File: src/rtl/rv32_mod_fetch.sv
// Instruction fetch front end: owns the PC, issues imem req/gnt/rvalid reads, buffers words for decode.
// Latency: rvalid in cycle N -> instr_valid in cycle N+1 at the earliest; misalign_err is one cycle after branch_taken.
// Backpressure: instr_ready low fills the DEPTH-entry buffer; imem_req drops once outstanding+buffered reaches DEPTH.
//
// Ports: clk/rstn (sync active-low reset); imem_req/imem_addr/imem_gnt/imem_rvalid/imem_rdata (memory side);
//        branch_taken/branch_target (redirect); instr_valid/instr_ready/instr/instr_pc (decode side);
//        misalign_err (one-cycle pulse for an unaligned redirect target).
module rv32_mod_fetch #(
    parameter logic [31:0] RESET_PC = 32'h0000_0000,
    parameter int          DEPTH    = 2
) (
    input  logic        clk,
    input  logic        rstn,
    output logic        imem_req,
    output logic [31:0] imem_addr,
    input  logic        imem_gnt,
    input  logic        imem_rvalid,
    input  logic [31:0] imem_rdata,
    input  logic        branch_taken,
    input  logic [31:0] branch_target,
    output logic        instr_valid,
    input  logic        instr_ready,
    output logic [31:0] instr,
    output logic [31:0] instr_pc,
    output logic        misalign_err
);
    localparam int             CW       = $clog2(DEPTH + 1);
    localparam int             PW       = (DEPTH > 1) ? $clog2(DEPTH) : 1;
    localparam logic [CW-1:0]  DEPTH_C  = CW'(DEPTH);
    localparam logic [PW-1:0]  PTR_LAST = PW'(DEPTH - 1);

    logic [31:0]   r_pc;
    logic [31:0]   r_exp_pc;       // address of the next response that will be kept
    logic [CW-1:0] r_out;          // requests granted but not yet answered
    logic [CW-1:0] r_disc;         // responses still to be dropped after a redirect
    logic [CW-1:0] r_cnt;
    logic [PW-1:0] r_wp;
    logic [PW-1:0] r_rp;
    logic          r_mis;
    logic [31:0]   r_mem_instr [DEPTH];
    logic [31:0]   r_mem_pc    [DEPTH];

    logic [CW:0]   w_inflight;
    logic          w_gnt;
    logic          w_rv;
    logic          w_drop;
    logic          w_push;
    logic          w_pop;
    logic [31:0]   w_target;
    logic [CW-1:0] w_out_nxt;

    function automatic logic [PW-1:0] f_inc(input logic [PW-1:0] p);
        return (p == PTR_LAST) ? '0 : p + PW'(1);
    endfunction

    // Credit counts buffered words too; a pop this cycle does not free a slot until next cycle.
    assign w_inflight = {1'b0, r_out} + {1'b0, r_cnt};
    assign imem_req   = rstn && (w_inflight < {1'b0, DEPTH_C});
    assign imem_addr  = r_pc;

    assign w_gnt    = imem_req && imem_gnt;
    assign w_rv     = imem_rvalid && (r_out != '0);
    assign w_drop   = w_rv && (r_disc != '0);
    // A word arriving in the redirect cycle belongs to the old stream and is flushed too.
    assign w_push   = w_rv && !w_drop && !branch_taken;
    assign w_pop    = instr_valid && instr_ready;
    assign w_target = {branch_target[31:2], 2'b00};

    assign instr_valid  = (r_cnt != '0);
    assign instr        = r_mem_instr[r_rp];
    assign instr_pc     = r_mem_pc[r_rp];
    assign misalign_err = r_mis;

    always_comb begin
        w_out_nxt = r_out;
        if (w_gnt && !w_rv) begin
            w_out_nxt = r_out + CW'(1);
        end else if (!w_gnt && w_rv) begin
            w_out_nxt = r_out - CW'(1);
        end
    end

    always_ff @(posedge clk) begin
        if (!rstn) begin
            r_pc     <= RESET_PC;
            r_exp_pc <= RESET_PC;
            r_out    <= '0;
            r_disc   <= '0;
            r_cnt    <= '0;
            r_wp     <= '0;
            r_rp     <= '0;
            r_mis    <= 1'b0;
        end else begin
            assert (!(w_push && !w_pop && (r_cnt == DEPTH_C)));
            r_out <= w_out_nxt;
            r_mis <= branch_taken && (branch_target[1:0] != 2'b00);
            if (branch_taken) begin
                r_pc     <= w_target;
                r_exp_pc <= w_target;
                // Everything still in flight (including a grant this cycle) is stale.
                r_disc   <= w_out_nxt;
                r_cnt    <= '0;
                r_wp     <= '0;
                r_rp     <= '0;
            end else begin
                if (w_gnt) begin
                    r_pc <= r_pc + 32'd4;
                end
                if (w_drop) begin
                    r_disc <= r_disc - CW'(1);
                end
                if (w_push) begin
                    r_exp_pc <= r_exp_pc + 32'd4;
                    r_wp     <= f_inc(r_wp);
                end
                if (w_pop) begin
                    r_rp <= f_inc(r_rp);
                end
                if (w_push && !w_pop) begin
                    r_cnt <= r_cnt + CW'(1);
                end else if (!w_push && w_pop) begin
                    r_cnt <= r_cnt - CW'(1);
                end
            end
        end
    end

    // Storage needs no reset; validity is tracked by r_cnt.
    always_ff @(posedge clk) begin
        if (w_push) begin
            r_mem_instr[r_wp] <= imem_rdata;
            r_mem_pc[r_wp]    <= r_exp_pc;
        end
    end

endmodule
File: config.mk
export PLATFORM = sky130hd
export DESIGN_NAME = rv32_mod_fetch
export DESIGN_NICKNAME = d
export VERILOG_FILES = /design/src/rtl/rv32_mod_fetch.sv
export SDC_FILE = /design/constraint.sdc
export NUM_CORES = 1
export LEC_CHECK = 0
export ABC_AREA = 1
export BUFFER_PORTS_ARGS = -buffer_cell sky130_fd_sc_hd__buf_2
export CELL_PAD_IN_SITES_DETAIL_PLACEMENT = 2
export CELL_PAD_IN_SITES_GLOBAL_PLACEMENT = 2
export CORE_MARGIN = 1
export CORE_UTILIZATION = 24
export DETAILED_ROUTE_END_ITERATION = 7
export PLACE_DENSITY_LB_ADDON = 0.1
export SYNTH_ARGS = -nofsm -noshare
export SYNTH_HDL_FRONTEND = slang
export SYNTH_SLANG_ARGS = --single-unit
File: constraint.sdc
create_clock -name clk -period 4.1 [get_ports clk]
set_input_delay 0.41 -clock clk [delete_from_list [all_inputs] [get_ports clk]]
set_output_delay 0.41 -clock clk [all_outputs]
set_load 0.02 [all_outputs]
# --- Word-level counts from Yosys, hierarchy flattened ---
# Memories as Yosys holds them, arrays and structs flattened. A register that Yosys moved wholly into a read port is not among the register bits.
# Index checks and enable logic that the tools add are counted.
classes:
  bitwise: 1
  muxes: 18
  n_addsub: 10
  order_cmp: 1
  n_reduce_logical: 27
op_table:
  columns: ["operator", "n"]
  rows:
  - ["32-bit 2-to-1 mux", 4]
  - ["32-bit by 3-bit adder with 32-bit output, second input constant", 2]
  - ["2-bit nonzero test", 8]
  - ["1-bit logical AND", 12]
  - ["2-bit 2-to-1 mux", 6]
  - ["1-bit 2-to-1 mux", 8]
  - ["1-bit zero test", 6]
  - ["2-bit by 1-bit subtractor with 2-bit output, second input constant", 3]
  - ["2-bit by 1-bit adder with 2-bit output, second input constant", 2]
  - ["2-bit by 2-bit adder with 3-bit output", 1]
  - ["3-bit by 2-bit < comparator with 1-bit output, second input constant", 1]
  - ["1-bit adder, second input constant", 2]
  - ["2-bit OR reduction", 1]
  - ["1-bit NOT", 1]
totals:
  reg_bits: 73
  memories: 2
  mem_bits_rw: 128
mem_list:
  columns: ["name", "words", "word_bits", "read_ports", "rd_clocked_by_memory_dff", "write_ports", "line_no", "text"]
  rows:
  - ["r_mem_instr", 2, 32, 1, 1, 1, "40", "logic [31:0] r_mem_instr [DEPTH];"]
  - ["r_mem_pc", 2, 32, 1, 1, 1, "41", "logic [31:0] r_mem_pc [DEPTH];"]

# --- Longest topological paths before layout ---
# Gate-level depths: netlist of run 1.
logic_depth:
  depth_word: 10
  mapped_depth: 13
  ltp_nobuf: 12

# --- Worst setup path after synthesis of run 1 ---
# Ideal clock, no wire load.
synth_path:
  path_kind: "register to register"
  from: "reg r_out[0]"
  to: "mem r_mem_instr[0][0] (enable)"
  stages_incl_launch_ff: 10
  setup_slack_ps: -129
  n_path_buf: 0
  required_ps: 3616
  arrival_time_ps: 3745
  path_cell_list: "dfxtp_1 > inv_1 > ha_1 > inv_1 > nand2_2 > nor2_4 > inv_2 > nor2_4 > inv_1 > nor2_1"
synth_via:
  elab_chain_len: 8
synth_lines:
  columns: ["element", "line_no", "text"]
  rows:
  - ["start, declared", "34", "logic [CW-1:0] r_out;"]
  - ["start signal, assigned", "95", "r_out <= w_out_nxt;"]
  - ["2-bit nonzero test *", "62", "assign w_rv = imem_rvalid && (r_out != '0);"]
  - ["1-bit logical AND *", "62", null]
  - ["1-bit logical AND", "63", "assign w_drop = w_rv && (r_disc != '0);"]
  - ["1-bit zero test", "65", "assign w_push = w_rv && !w_drop && !branch_taken;"]
  - ["1-bit logical AND * (2 in a row)", "65", null]
  - ["1-bit 2-to-1 mux *", "130", "if (w_push) begin"]
  - ["1-bit 2-to-1 mux (implied by the code) *", "131", "r_mem_instr[r_wp] <= imem_rdata;"]
  - ["end, declared", "40", null]
# Mark *: on every way between the ends. The rest lies on a longest branch, timed or not.

==> insert_results.sql, run 1 <==
INSERT INTO impl_metrics (metric_group, metric, value, unit) VALUES
('worst_setup_path', 'path_max_fanout', '50', ''),
('worst_setup_path', 'slowest_cell_on_crit_path', 'buf_4', ''),
('cells_and_area', 'final_design_area_no_fill', '11300', 'um^2'),
('route', 'drc_errors_left', '0', ''),
('sta', 'period_needed', '2.63', 'ns'),
('die', 'floorplan.die.height', '199', 'um'),
('clock_network', 'cts_made_buffers', '17', ''),
('clock_network', 'clk_pin_slew', '0.07', 'ns'),
('sta', 'final_max_slew_viol_count', '0', ''),
('clock_network', 'cts_max_path_buffers', '2', ''),
('die', 'core-area', '37900', 'um^2'),
('cells_and_area', 'instances_no_fill', '1696', ''),
('synthesis', 'postSynthAreaPerCell', '9.26', 'um^2'),
('sta', 'finClkSkew', '0.0126', 'ns'),
('sta', 'setup_slack', '1.47', 'ns'),
('worst_setup_path', 'critical_path.cell_chain', 'buf_4 > mux2_2 > buf_2', ''),
('route', 'drt_pre_antenna_iters', '4', ''),
('power_and_ir_drop', 'leakagePower', '4.38', 'nW'),
('placed_design', 'placement.setup.worst_slack', '1.62', 'ns'),
('die', 'die_area', '39600', 'um^2'),
('cells_and_area', 'antenna_cells_inserted', '0', ''),
('power_and_ir_drop', 'vdd.ir_drop.worst', '0.244', 'mV'),
('clock_network', 'clock_latency', '0.45', 'ns'),
('placed_design', 'gpl.final_weighted_congestion', '0.742', ''),
('worst_setup_path', 'regToRegStartpoint', 'r_out[1]', ''),
('worst_setup_path', 'critical_path_required', '3.69', 'ns'),
('worst_setup_path', 'r2r-end', 'r_cnt[1]', ''),
('die', 'die_w', '199', 'um'),
('synthesis', 'post_synth_instance_area', '9320', 'um^2'),
('synthesis', 'number_of_synthesis_warnings', '0', ''),
('sta', 'worst_case_headroom_to_the_max_slew_limit', '47.3', '%'),
('power_and_ir_drop', 'power-per-cell-area', '433', 'nW/um^2'),
('sta', 'setup-tns-final', '0', 'ns'),
('die', 'io_pins', '169', ''),
('sta', 'timing.final.hold_violations', '0', ''),
('worst_setup_path', 'critPathArrivalTime', '2.22', 'ns'),
('sta', 'final-setup-viol-count', '0', ''),
('worst_setup_path', 'worst_reg_to_reg_setup_slack', '1.66', 'ns'),
('worst_setup_path', 'startpoint_type', 'register', ''),
('global_route', 'grt_first_pass_wirelength', '46700', 'um'),
('synthesis', 'yosysSeqAreaShare', '55.0', '%'),
('flow_run', 'cap_viol_max_count', '0', ''),
('route', 'vias', '7382', ''),
('cells_and_area', 'layout-drive-gt1-share', '27.0', '%'),
('route', 'avgRoutedWirePerCell', '18.2', 'um'),
('route', 'drtAntennaViolNets', '0', ''),
('placed_design', 'detailedPlacementHpwl', '23500', 'um'),
('clock_network', 'htree_levels', '4', ''),
('worst_setup_path', 'critPathMaxStageDelay', '0.63', 'ns'),
('synthesis', 'postSynthRegisterBits', '194', ''),
('clock_network', 'cts_repair_resize_count', '0', ''),
('global_route', 'grt_start_max_net_pins', '63', ''),
('die', 'core.rowCount', '71', ''),
('clock_network', 'clkSinkCount', '194', ''),
('global_route', 'grt_antenna_before_repair', '0', ''),
('global_route', 'vias_in_the_first_global_route', '7893', ''),
('die', 'initial_utilization', '24.6', '%'),
('min_path', 'worst_hold_path.num_cells', '1', ''),
('synthesis', 'yosys.cell_types.count', '38', ''),
('sta', 'highest_clock_rate', '381', 'MHz'),
('route', 'detail_route.wirelength', '30800', 'um'),
('cells_and_area', 'num-nets-final', '1248', ''),
('sta', 'min_period_over_period', '64.1', '%'),
('min_path', 'hold_path_class', 'in -> reg', ''),
('clock_network', 'clock_tree.root_cell', 'clkbuf_16', ''),
('worst_setup_path', 'worst-r2r-cell-count', '13', ''),
('placed_design', 'dp.cells', '1664', ''),
('min_path', 'worst_hold_path.endpoint', 'r_mem_instr[1][27]', ''),
('synthesis', 'gate_count_of_the_mapped_netlist', '1007', ''),
('global_route', 'groute.usage.overall', '16.0', '%'),
('worst_setup_path', 'end_kind', 'output port', ''),
('sta', 'rsz0062_at_grt', 'no', ''),
('sta', 'actual_slew_at_the_worst_max_slew_pin', '0.789', 'ns'),
('placed_design', 'placement.cell_area', '10700', 'um^2'),
('placed_design', 'io_buffers', '164', ''),
('clock_network', 'cts_tree', 'yes', ''),
('route', 'drtIter0Drc', '294', ''),
('route', 'routed_via_density', '4.35', ''),
('cells_and_area', 'syn2layout_area_growth', '21.3', '%'),
('clock_network', 'post_cts.repair.setup_buffers', '0', ''),
('clock_network', 'cts.hold.buffers_added', '0', ''),
('worst_setup_path', 'crit_path_kind', 'reg -> out', ''),
('global_route', 'total_gr_overflow', '0', ''),
('min_path', 'timing.hold.worst.start', 'imem_rdata[27]', ''),
('outcome', 'run_status', 'finished, final reports clean', '');
## per-layer routing
layer	vias to the layer above	GRT usage (%)	part of all wire [%]
met5	-	0	0
met4	0	3.93	0.95
met3	16	2.75	3.7
met2	120	27.7	48
met1	3588	20.4	47
li1	3658	-	-
## cells by family (layout without fill, tap and decap cells)
kind of cell / after synthesis / count (layout) / synth area share (%)
fa+ha+maj: 6 / 6 / 0.886
other cells: 1 / 4 / 0.0402
flops: 194 / 194 / 55.0
xor+xnor: 14 / 14 / 1.32
buf+inv: 147 / 322 / 6.56
mux: 62 / 62 / 7.49
simple gates: 460 / 460 / 21.7
compound gates: 123 / 123 / 6.99
## per-stage QoR
| step | utilization, % | total power, mW | hold slack [ns] |
|---|---|---|---|
| CTS | 29.8 | 5.00 | 0.117 |
| global route | 29.8 | 5.15 | 0.133 |
| finish | 29.8 | 4.89 | 0.158 |
| floorplan | - | 2.89 | 0.447 |
| detailed placement | 28.2 | 3.22 | 0.468 |
| global placement | 28.2 | 3.20 | 0.457 |
## critical path, delay by kind of cell (launching register included)
family / cells / cell delay [ns]
buffers and inverters: 2 / 0.79
DFF: 1 / 0.53
muxes: 1 / 0.42
## worst max path at each step
stage / start / slack, ns / depth (start not counted) / to
floorplan: r_out[0] / 0.92 / 9 / r_mem_instr[0][0]
global placement: r_out[0] / 1.67 / 10 / r_mem_pc[0][12]
detailed placement: r_out[1] / 1.62 / 10 / r_mem_pc[0][12]
CTS: register / 1.37 / 3 / instr_pc[19]
global route: register / 1.34 / 3 / instr_pc[19]
finish: register / 1.47 / 3 / instr_pc[19]
## cell usage after synthesis, drive strengths merged
cell type  instances  area [um^2]
a31oi             13         81.3
buf               23          146
nand2            280         1090
nand3             54          285
ha                 5         62.6
o21a               1         7.51
and2               3         18.8
o211ai             3         22.5
conb               1         3.75
or2                4         25.0
nand4              9         56.3
xnor2              3         26.3
xor2              11         96.3
dfxtp             70         1400
o21ai             47          235
clkinv             2         7.51
o31ai              1         7.51
clkbuf             6         22.5
fa                 1         20.0
edfxtp           124         3720
nor3               4         20.0
nor2             106          527
o22ai              1         6.26
o21bai             1         7.51
a21oi             56          284
mux2              62          698
inv              116          435
## cell usage in the layout, fill, tap and decap left out, types with 2 or more instances in the layout
cell and instances:
bufinv_16 2, a31oi_1 13, inv_8 4, buf_4 7
ha_1 5, nor2_2 15, o21ai_1 2, o21ai_0 45
nor2_4 12, nand2_1 267, nand2_2 11, clkinv_4 2
a21oi_1 55, inv_1 110, nor2_1 78, nand4_1 9
o211ai_1 3, and2_1 3, dfxtp_1 69, inv_2 6
edfxtp_1 124, or2_2 4, nand3_1 51, mux2_2 62
xnor2_1 3, buf_2 164, nand2_4 2, inv_6 3
clkbuf_16 17, conb_1 4, nand3_2 3, xor2_1 11
clkinv_1 3, nor3_1 4
## cell type report
class | instances | area, um^2
multi-input combinational | 669 | 3610
clock inverter | 14 | 165
tap | 511 | 639
clock buffer | 18 | 429
sequential | 194 | 5130
fill | 4363 | 26600
timing repair buffer | 172 | 893
inverter | 118 | 443
## state kept, by name, indices dropped and copies added (netlist names), named ones only
name and flops:
misalign_err 1, r_disc 2, r_exp_pc 30, r_out 2, r_wp 1, r_rp 1
imem_addr 30, r_mem_pc 60, r_cnt 2, r_mem_instr 64
## power by group
| group | internal [mW] | switching, mW |
|---|---|---|
| Sequential | 2.23 | 0.116 |
| Clock | 0.922 | 0.816 |
| Combinational | 0.266 | 0.544 |
| Total | 3.42 | 1.48 |
(Power assumes the default switching activity.)
==> run 2: changes to the inputs <==
ABC_AREA = 0   (was 1)
clock period = 2.5 ns   (was 4.1 ns; I/O delays follow)
==> run 2 against run 1 <==
Effect of this change:
- cell area decreased by 3.9%
- total power increased by 61%
- synthesized cell count decreased by 33%
- sequential cell count unchanged
- die area decreased by 10%
- register-to-register slack got worse by 1.5 ns
- routed wire length decreased by 15%
- critical path depth increased by 4
- hold slack got worse by 0.084 ns
- largest power group unchanged
==> insert_results.sql, run 2 <==
INSERT INTO impl_metrics (metric_group, metric, value, unit) VALUES
('global_route', 'grt_first_pass_wirelength', '41200', 'um'),
('worst_setup_path', 'crit_path_kind', 'reg -> reg', ''),
('synthesis', 'post_synth_instance_area', '8380', 'um^2'),
('global_route', 'groute.usage.overall', '15.1', '%'),
('sta', 'actual_slew_at_the_worst_max_slew_pin', '0.786', 'ns'),
('synthesis', 'synth_ff_type', 'edfxtp_1', ''),
('clock_network', 'clk_pin_slew', '0.08', 'ns'),
('synthesis', 'synth-edff-count', '124', ''),
('power_and_ir_drop', 'leakagePower', '3.86', 'nW'),
('worst_setup_path', 'worst_path_dominant_cell_family', 'simple AND/OR/NAND/NOR gates', ''),
('clock_network', 'cts_max_path_buffers', '2', ''),
('synthesis', 'postSynthAreaPerCell', '12.4', 'um^2'),
('route', 'drtAntennaViolNets', '0', ''),
('route', 'drtIter0Drc', '295', ''),
('clock_network', 'htree_levels', '4', ''),
('cells_and_area', 'fillers', '3750', ''),
('worst_setup_path', 'critPathMaxStageDelay', '0.51', 'ns'),
('sta', 'highest_clock_rate', '420', 'MHz'),
('worst_setup_path', 'startpoint_type', 'register', ''),
('sta', 'final_max_slew_viol_count', '0', ''),
('cells_and_area', 'multi_input_comb_area', '3100', 'um^2'),
('flow_run', 'cap_viol_max_count', '0', ''),
('cells_and_area', 'registers.top_by_ff_count', 'r_mem_instr', ''),
('worst_setup_path', 'path_max_fanout', '4', ''),
('die', 'core-area', '34500', 'um^2'),
('worst_setup_path', 'critical_path.cell_chain', 'and2_1 > fa_1 > and4bb_4 > buf_4 > nand4_1 > or4_1 > and3_1', ''),
('sta', 'rsz0062_at_grt', 'no', ''),
('worst_setup_path', 'end_kind', 'register', ''),
('synthesis', 'yosys.cell_types.count', '55', ''),
('die', 'io_pins', '169', ''),
('synthesis', 'gate_count_of_the_mapped_netlist', '675', ''),
('synthesis', 'synth.top_cells.by_count', 'edfxtp_1 (124), dfxtp_1 (70), mux2_2 (62)', ''),
('clock_network', 'cts_made_buffers', '17', ''),
('outcome', 'run_status', 'finished, final reports clean', ''),
('global_route', 'grt_start_max_net_pins', '63', ''),
('cells_and_area', 'syn2layout_area_growth', '29.8', '%'),
('route', 'avgRoutedWirePerCell', '19.4', 'um'),
('sta', 'timing.final.hold_violations', '0', ''),
('cells_and_area', 'antenna_cells_inserted', '0', ''),
('clock_network', 'cts_tree', 'yes', ''),
('sta', 'setup_slack', '0.122', 'ns'),
('route', 'drc_errors_left', '0', ''),
('synthesis', 'yosysSeqAreaShare', '61.2', '%'),
('cells_and_area', 'num-nets-final', '963', ''),
('global_route', 'vias_in_the_first_global_route', '6974', ''),
('clock_network', 'clock_tree.root_cell', 'clkbuf_16', ''),
('sta', 'min_period_over_period', '95.1', '%'),
('global_route', 'total_gr_overflow', '0', ''),
('worst_setup_path', 'timing.critical_path.buf_inv', '1', ''),
('placed_design', 'io_buffers', '164', ''),
('cells_and_area', 'most-common-layout-cells', 'buf_2 (164), edfxtp_1 (124), dfxtp_1 (67), mux2_2 (62), o21ai_0 (40)', ''),
('die', 'core.rowCount', '68', ''),
('die', 'die_w', '189', 'um'),
('synthesis', 'postSynthRegisterBits', '194', ''),
('sta', 'period_needed', '2.38', 'ns'),
('global_route', 'grt_antenna_before_repair', '0', ''),
('sta', 'worst_case_headroom_to_the_max_slew_limit', '47.1', '%'),
('synthesis', 'top_count_cell_post_synth', 'edfxtp_1', ''),
('route', 'routed_via_density', '4.69', ''),
('cells_and_area', 'reg_top3', 'r_mem_instr (64), r_mem_pc (60)', ''),
('sta', 'hold_ws', '0.0743', 'ns'),
('sta', 'final-setup-viol-count', '0', ''),
('die', 'initial_utilization', '24.3', '%'),
('die', 'die_area', '35600', 'um^2'),
('synthesis', 'synth.top_cell.area_share', '44.5', '%'),
('power_and_ir_drop', 'power-per-cell-area', '723', 'nW/um^2'),
('clock_network', 'clkSinkCount', '194', ''),
('synthesis', 'async_set_reset_flop_share_out_of_synthesis', '0', '%'),
('die', 'floorplan.die.height', '189', 'um'),
('route', 'detail_route.wirelength', '26300', 'um'),
('cells_and_area', 'layout-drive-gt1-share', '34.2', '%'),
('worst_setup_path', 'critPathArrivalTime', '2.72', 'ns'),
('cells_and_area', 'largest_reg_flops', '64', ''),
('placed_design', 'placement.setup.worst_slack', '0.0413', 'ns'),
('sta', 'finClkSkew', '0.0151', 'ns'),
('route', 'vias', '6361', ''),
('synthesis', 'netlist_top_cells_area', 'edfxtp_1 (44%), dfxtp_1 (17%), mux2_2 (8.3%)', ''),
('placed_design', 'detailedPlacementHpwl', '19200', 'um'),
('synthesis', 'synth_top_cell_by_area', 'edfxtp_1', ''),
('power_and_ir_drop', 'vdd.ir_drop.worst', '0.501', 'mV'),
('worst_setup_path', 'critical_path_required', '2.84', 'ns'),
('synthesis', 'number_of_synthesis_warnings', '0', ''),
('placed_design', 'gpl.final_weighted_congestion', '0.776', ''),
('min_path', 'hold_path_class', 'in -> reg', ''),
('clock_network', 'clock_latency', '0.45', 'ns'),
('worst_setup_path', 'slowest_cell_on_crit_path', 'or4_1', ''),
('cells_and_area', 'seqCellArea', '5130', 'um^2'),
('route', 'drt_pre_antenna_iters', '4', ''),
('cells_and_area', 'mostFrequentLayoutCell', 'buf_2', '');
==> run 2: final cells by class <==
| cell class | instances | share of cell area, % |
|---|---|---|
| timing repair buffer | 227 | 13.2 |
| tap | 455 | 5.24 |
| multi-input combinational | 438 | 28.5 |
| inverter | 9 | 0.311 |
| clock buffer | 17 | 3.91 |
| clock inverter | 15 | 1.59 |
| sequential | 194 | 47.2 |
==> run 2: cell families (layout without fill, tap and decap cells) <==
logic type | count (synthesis) | after routing | synth area share [%]
simple gates | 210 | 210 | 14.8
xor+xnor | 29 | 29 | 3.03
compound gates | 125 | 125 | 9.04
fa+ha+maj | 7 | 7 | 1.11
other cells | 1 | 4 | 0.0448
buf+inv | 46 | 268 | 2.38
mux | 63 | 63 | 8.46
flops | 194 | 194 | 61.2
==> run 2: worst reg2reg max path, delay by kind of cell, from the launching register on <==
kind          cells  cell delay, ns
buf+inv           1            0.14
fa+ha+maj         1            0.47
flops             1            0.34
simple gates      5            1.32
==> run 2: stage by stage <==
stage / area (um^2) / TNS [ns] / utilization [%] / cells / power [mW]
after floorplan: 8410 / -22.53 / - / 678 / 4.58
after global placement: 9930 / 0 / 28.8 / 1290 / 5.03
after detailed placement: 9930 / 0 / 28.8 / 1290 / 5.08
after CTS: 10800 / 0 / 31.5 / 1354 / 7.98
after global routing: 10900 / 0 / 31.5 / 1355 / 8.21
final: 10900 / 0 / 31.5 / 1355 / 7.85
==> run 2: where the power goes <==
| part | switching (mW) | internal [mW] |
|---|---|---|
| Sequential | 0.164 | 3.62 |
| Clock | 1.32 | 1.51 |
| Combinational | 0.725 | 0.513 |
==> run 2: worst paths after layout <==
path                                       start              end  slack, ns  depth (start not counted)
worst min register to register      r_exp_pc[18]  r_mem_pc[0][18]       0.53                          0
worst max-delay path                    r_out[0]    imem_addr[31]       0.12                          7
worst min-delay path            branch_target[0]     misalign_err       0.07                          3
worst max register to register          r_out[0]    imem_addr[31]       0.12                          7
==> run 2: per-layer routing <==
metal,up-vias,global-route usage [%],wire (um)
li1,3032,-,-
met1,3167,20.0,12500
met2,140,25.0,12600
met3,22,2.76,810
met4,0,4.19,347
met5,-,0,0
==> run 2: what timing repair did <==
action | 4_1_cts | 5_1_grt
setup endpoints to repair | 0 | 12
buffers inserted | 0 | 1
hold buffers | 32 | 0
hold endpoints to repair | 64 | 0
resized for setup | 0 | 3
==> run 3: changes to the inputs <==
PLACE_DENSITY = 0.52   (was default)
PLACE_DENSITY_LB_ADDON = default   (was 0.1)
==> run 3 against run 2 <==
Effect of this change:
- via count is 0.63% higher
- combinational power hardly changed
- hold slack worse by 0.050 ns
- sequential share of layout area is 0.42 points higher
- first-iteration DRC count is 1.0% lower
- setup slack worse by 0.088 ns
==> insert_results.sql, run 3 (same netlist as run 2, synthesis figures left out) <==
INSERT INTO impl_metrics (metric_group, metric, value, unit) VALUES
('outcome', 'run_status', 'finished, final reports clean', ''),
('placed_design', 'dp.cells', '1291', ''),
('die', 'die_w', '189', 'um'),
('cells_and_area', 'instances_no_fill', '1351', ''),
('sta', 'highest_clock_rate', '406', 'MHz'),
('sta', 'setup-tns-final', '0', 'ns'),
('clock_network', 'cts_tree', 'yes', ''),
('min_path', 'worst_hold_path.num_cells', '1', ''),
('min_path', 'timing.hold.worst.start', 'imem_rdata[17]', ''),
('placed_design', 'io_buffers', '164', ''),
('cells_and_area', 'largest_reg_flops', '64', ''),
('worst_setup_path', 'worst-r2r-cell-count', '6', ''),
('sta', 'final-setup-viol-count', '0', ''),
('worst_setup_path', 'end_kind', 'register', ''),
('clock_network', 'cts_made_buffers', '17', ''),
('power_and_ir_drop', 'post_route_total_power', '7.66', 'mW'),
('die', 'core-area', '34500', 'um^2'),
('cells_and_area', 'most-common-layout-cells', 'buf_2 (164), edfxtp_1 (124), dfxtp_1 (67), mux2_2 (62), o21ai_0 (40)', ''),
('route', 'vias', '6401', ''),
('cells_and_area', 'syn2layout_area_growth', '28.6', '%'),
('route', 'avgRoutedWirePerCell', '19.2', 'um'),
('worst_setup_path', 'worst_reg_to_reg_setup_slack', '0.03', 'ns'),
('cells_and_area', 'multi_input_comb_area', '3090', 'um^2'),
('die', 'core.rowCount', '68', ''),
('die', 'initial_utilization', '24.3', '%'),
('sta', 'worst_case_headroom_to_the_max_slew_limit', '46.5', '%'),
('sta', 'finClkSkew', '0.0136', 'ns'),
('die', 'die_area', '35600', 'um^2'),
('sta', 'min_period_over_period', '98.6', '%'),
('cells_and_area', 'num-nets-final', '959', ''),
('sta', 'timing.final.hold_violations', '0', ''),
('worst_setup_path', 'critPathArrivalTime', '2.83', 'ns'),
('min_path', 'worst_hold_path.endpoint', 'r_mem_instr[1][17]', ''),
('clock_network', 'clock_tree.root_cell', 'clkbuf_16', ''),
('cells_and_area', 'reg_top3', 'r_mem_instr (64), r_mem_pc (60)', ''),
('global_route', 'groute.usage.overall', '14.8', '%'),
('die', 'floorplan.die.height', '189', 'um'),
('clock_network', 'cts_max_path_buffers', '2', ''),
('worst_setup_path', 'r2r-end', 'imem_addr[18]', ''),
('global_route', 'vias_in_the_first_global_route', '7012', ''),
('clock_network', 'htree_levels', '4', ''),
('cells_and_area', 'registers.top_by_ff_count', 'r_mem_instr', ''),
('sta', 'final_max_slew_viol_count', '0', ''),
('global_route', 'grt_start_max_net_pins', '63', ''),
('clock_network', 'clock_latency', '0.44', 'ns'),
('cells_and_area', 'fillers', '3737', ''),
('min_path', 'hold_path_class', 'in -> reg', ''),
('sta', 'rsz0062_at_grt', 'yes', ''),
('power_and_ir_drop', 'leakagePower', '3.80', 'nW'),
('placed_design', 'detailedPlacementHpwl', '19300', 'um'),
('placed_design', 'gpl.final_weighted_congestion', '0.775', ''),
('worst_setup_path', 'path_max_fanout', '10', ''),
('cells_and_area', 'seqCellArea', '5130', 'um^2'),
('route', 'drt_pre_antenna_iters', '4', ''),
('clock_network', 'cts_repair_resize_count', '0', ''),
('power_and_ir_drop', 'power-per-cell-area', '711', 'nW/um^2'),
('worst_setup_path', 'crit_path_kind', 'reg -> reg', ''),
('clock_network', 'clkSinkCount', '194', ''),
('global_route', 'total_gr_overflow', '0', ''),
('route', 'detail_route.wirelength', '26000', 'um'),
('worst_setup_path', 'startpoint_type', 'register', ''),
('cells_and_area', 'mostFrequentLayoutCell', 'buf_2', ''),
('sta', 'actual_slew_at_the_worst_max_slew_pin', '0.794', 'ns'),
('clock_network', 'clk_pin_slew', '0.08', 'ns'),
('route', 'drc_errors_left', '0', ''),
('die', 'io_pins', '169', ''),
('global_route', 'grt_antenna_before_repair', '0', ''),
('route', 'drtAntennaViolNets', '0', ''),
('worst_setup_path', 'regToRegStartpoint', 'r_out[0]', ''),
('global_route', 'grt_first_pass_wirelength', '40400', 'um'),
('route', 'drtIter0Drc', '292', ''),
('sta', 'period_needed', '2.47', 'ns'),
('cells_and_area', 'antenna_cells_inserted', '0', ''),
('sta', 'hold_ws', '0.0239', 'ns'),
('flow_run', 'cap_viol_max_count', '0', ''),
('cells_and_area', 'layout-drive-gt1-share', '33.8', '%'),
('route', 'routed_via_density', '4.74', ''),
('power_and_ir_drop', 'vdd.ir_drop.worst', '0.468', 'mV'),
('worst_setup_path', 'critical_path_required', '2.86', 'ns');
## run 3: cell count changes in the layout (fill, tap and decap cells not counted), sizes merged
cell and delta:
clkinv -5, clkbuf +5, buf +1, dlygate4sd3 -5, bufinv -1, clkinvlp +4
inv -3
## run 3: worst max path at each step
stage | from | endpoint | cells past startpoint
global route | r_out[0] | imem_addr[20] | 6
detailed placement | r_out[0] | imem_addr[18] | 6
floorplan | r_out[1] | r_mem_instr[0][0] | 4
finish | r_out[0] | imem_addr[18] | 6
global placement | r_out[0] | imem_addr[15] | 7
CTS | r_out[0] | imem_addr[18] | 6
## run 3: power by group
part	switching [mW]	internal, mW	total [mW]
clock network	1.23	1.39	2.62
registers	0.162	3.62	3.79
logic	0.734	0.517	1.25
## run 3: what timing repair did
action,in CTS,in global routing
hold buffers,27,0
setup buffers,0,1
endpoints found under the hold margin,53,0
endpoints found under the setup margin,0,11
## run 3: layer usage
metal | vias to the layer above | global-route usage, % | share of wire [%]
li1 | 3017 | - | -
met1 | 3209 | 19.5 | 48
met2 | 156 | 24.7 | 48
met3 | 19 | 2.66 | 3.4
met4 | 0 | 3.82 | 1.1
met5 | - | 0 | 0
## run 3: cell type report
cell class	instances	share of cell area [%]
inverter	9	0.314
tap	455	5.29
clock buffer	22	4.12
clock inverter	10	0.941
sequential	194	47.6
multi-input combinational	438	28.7
timing repair buffer	223	13.1
## run 3: critical path, cell delays in order, from the launching register on
cell and delay (ns):
dfxtp_2 0.33, and2_1 0.17, fa_1 0.47, and4bb_2 0.36, nand3_1 0.26, or4_1 0.60, a31oi_1 0.19
## run 3: metrics by stage
stage               cell area [um^2]  worst slack (ns)  util, %
floorplan                       8410            -0.363        -
global placement                9950             0.115     28.9
detailed placement              9950            0.0460     28.9
CTS                            10800            0.0109     31.2
global route                   10800            -0.102     31.3
finish                         10800            0.0339     31.3
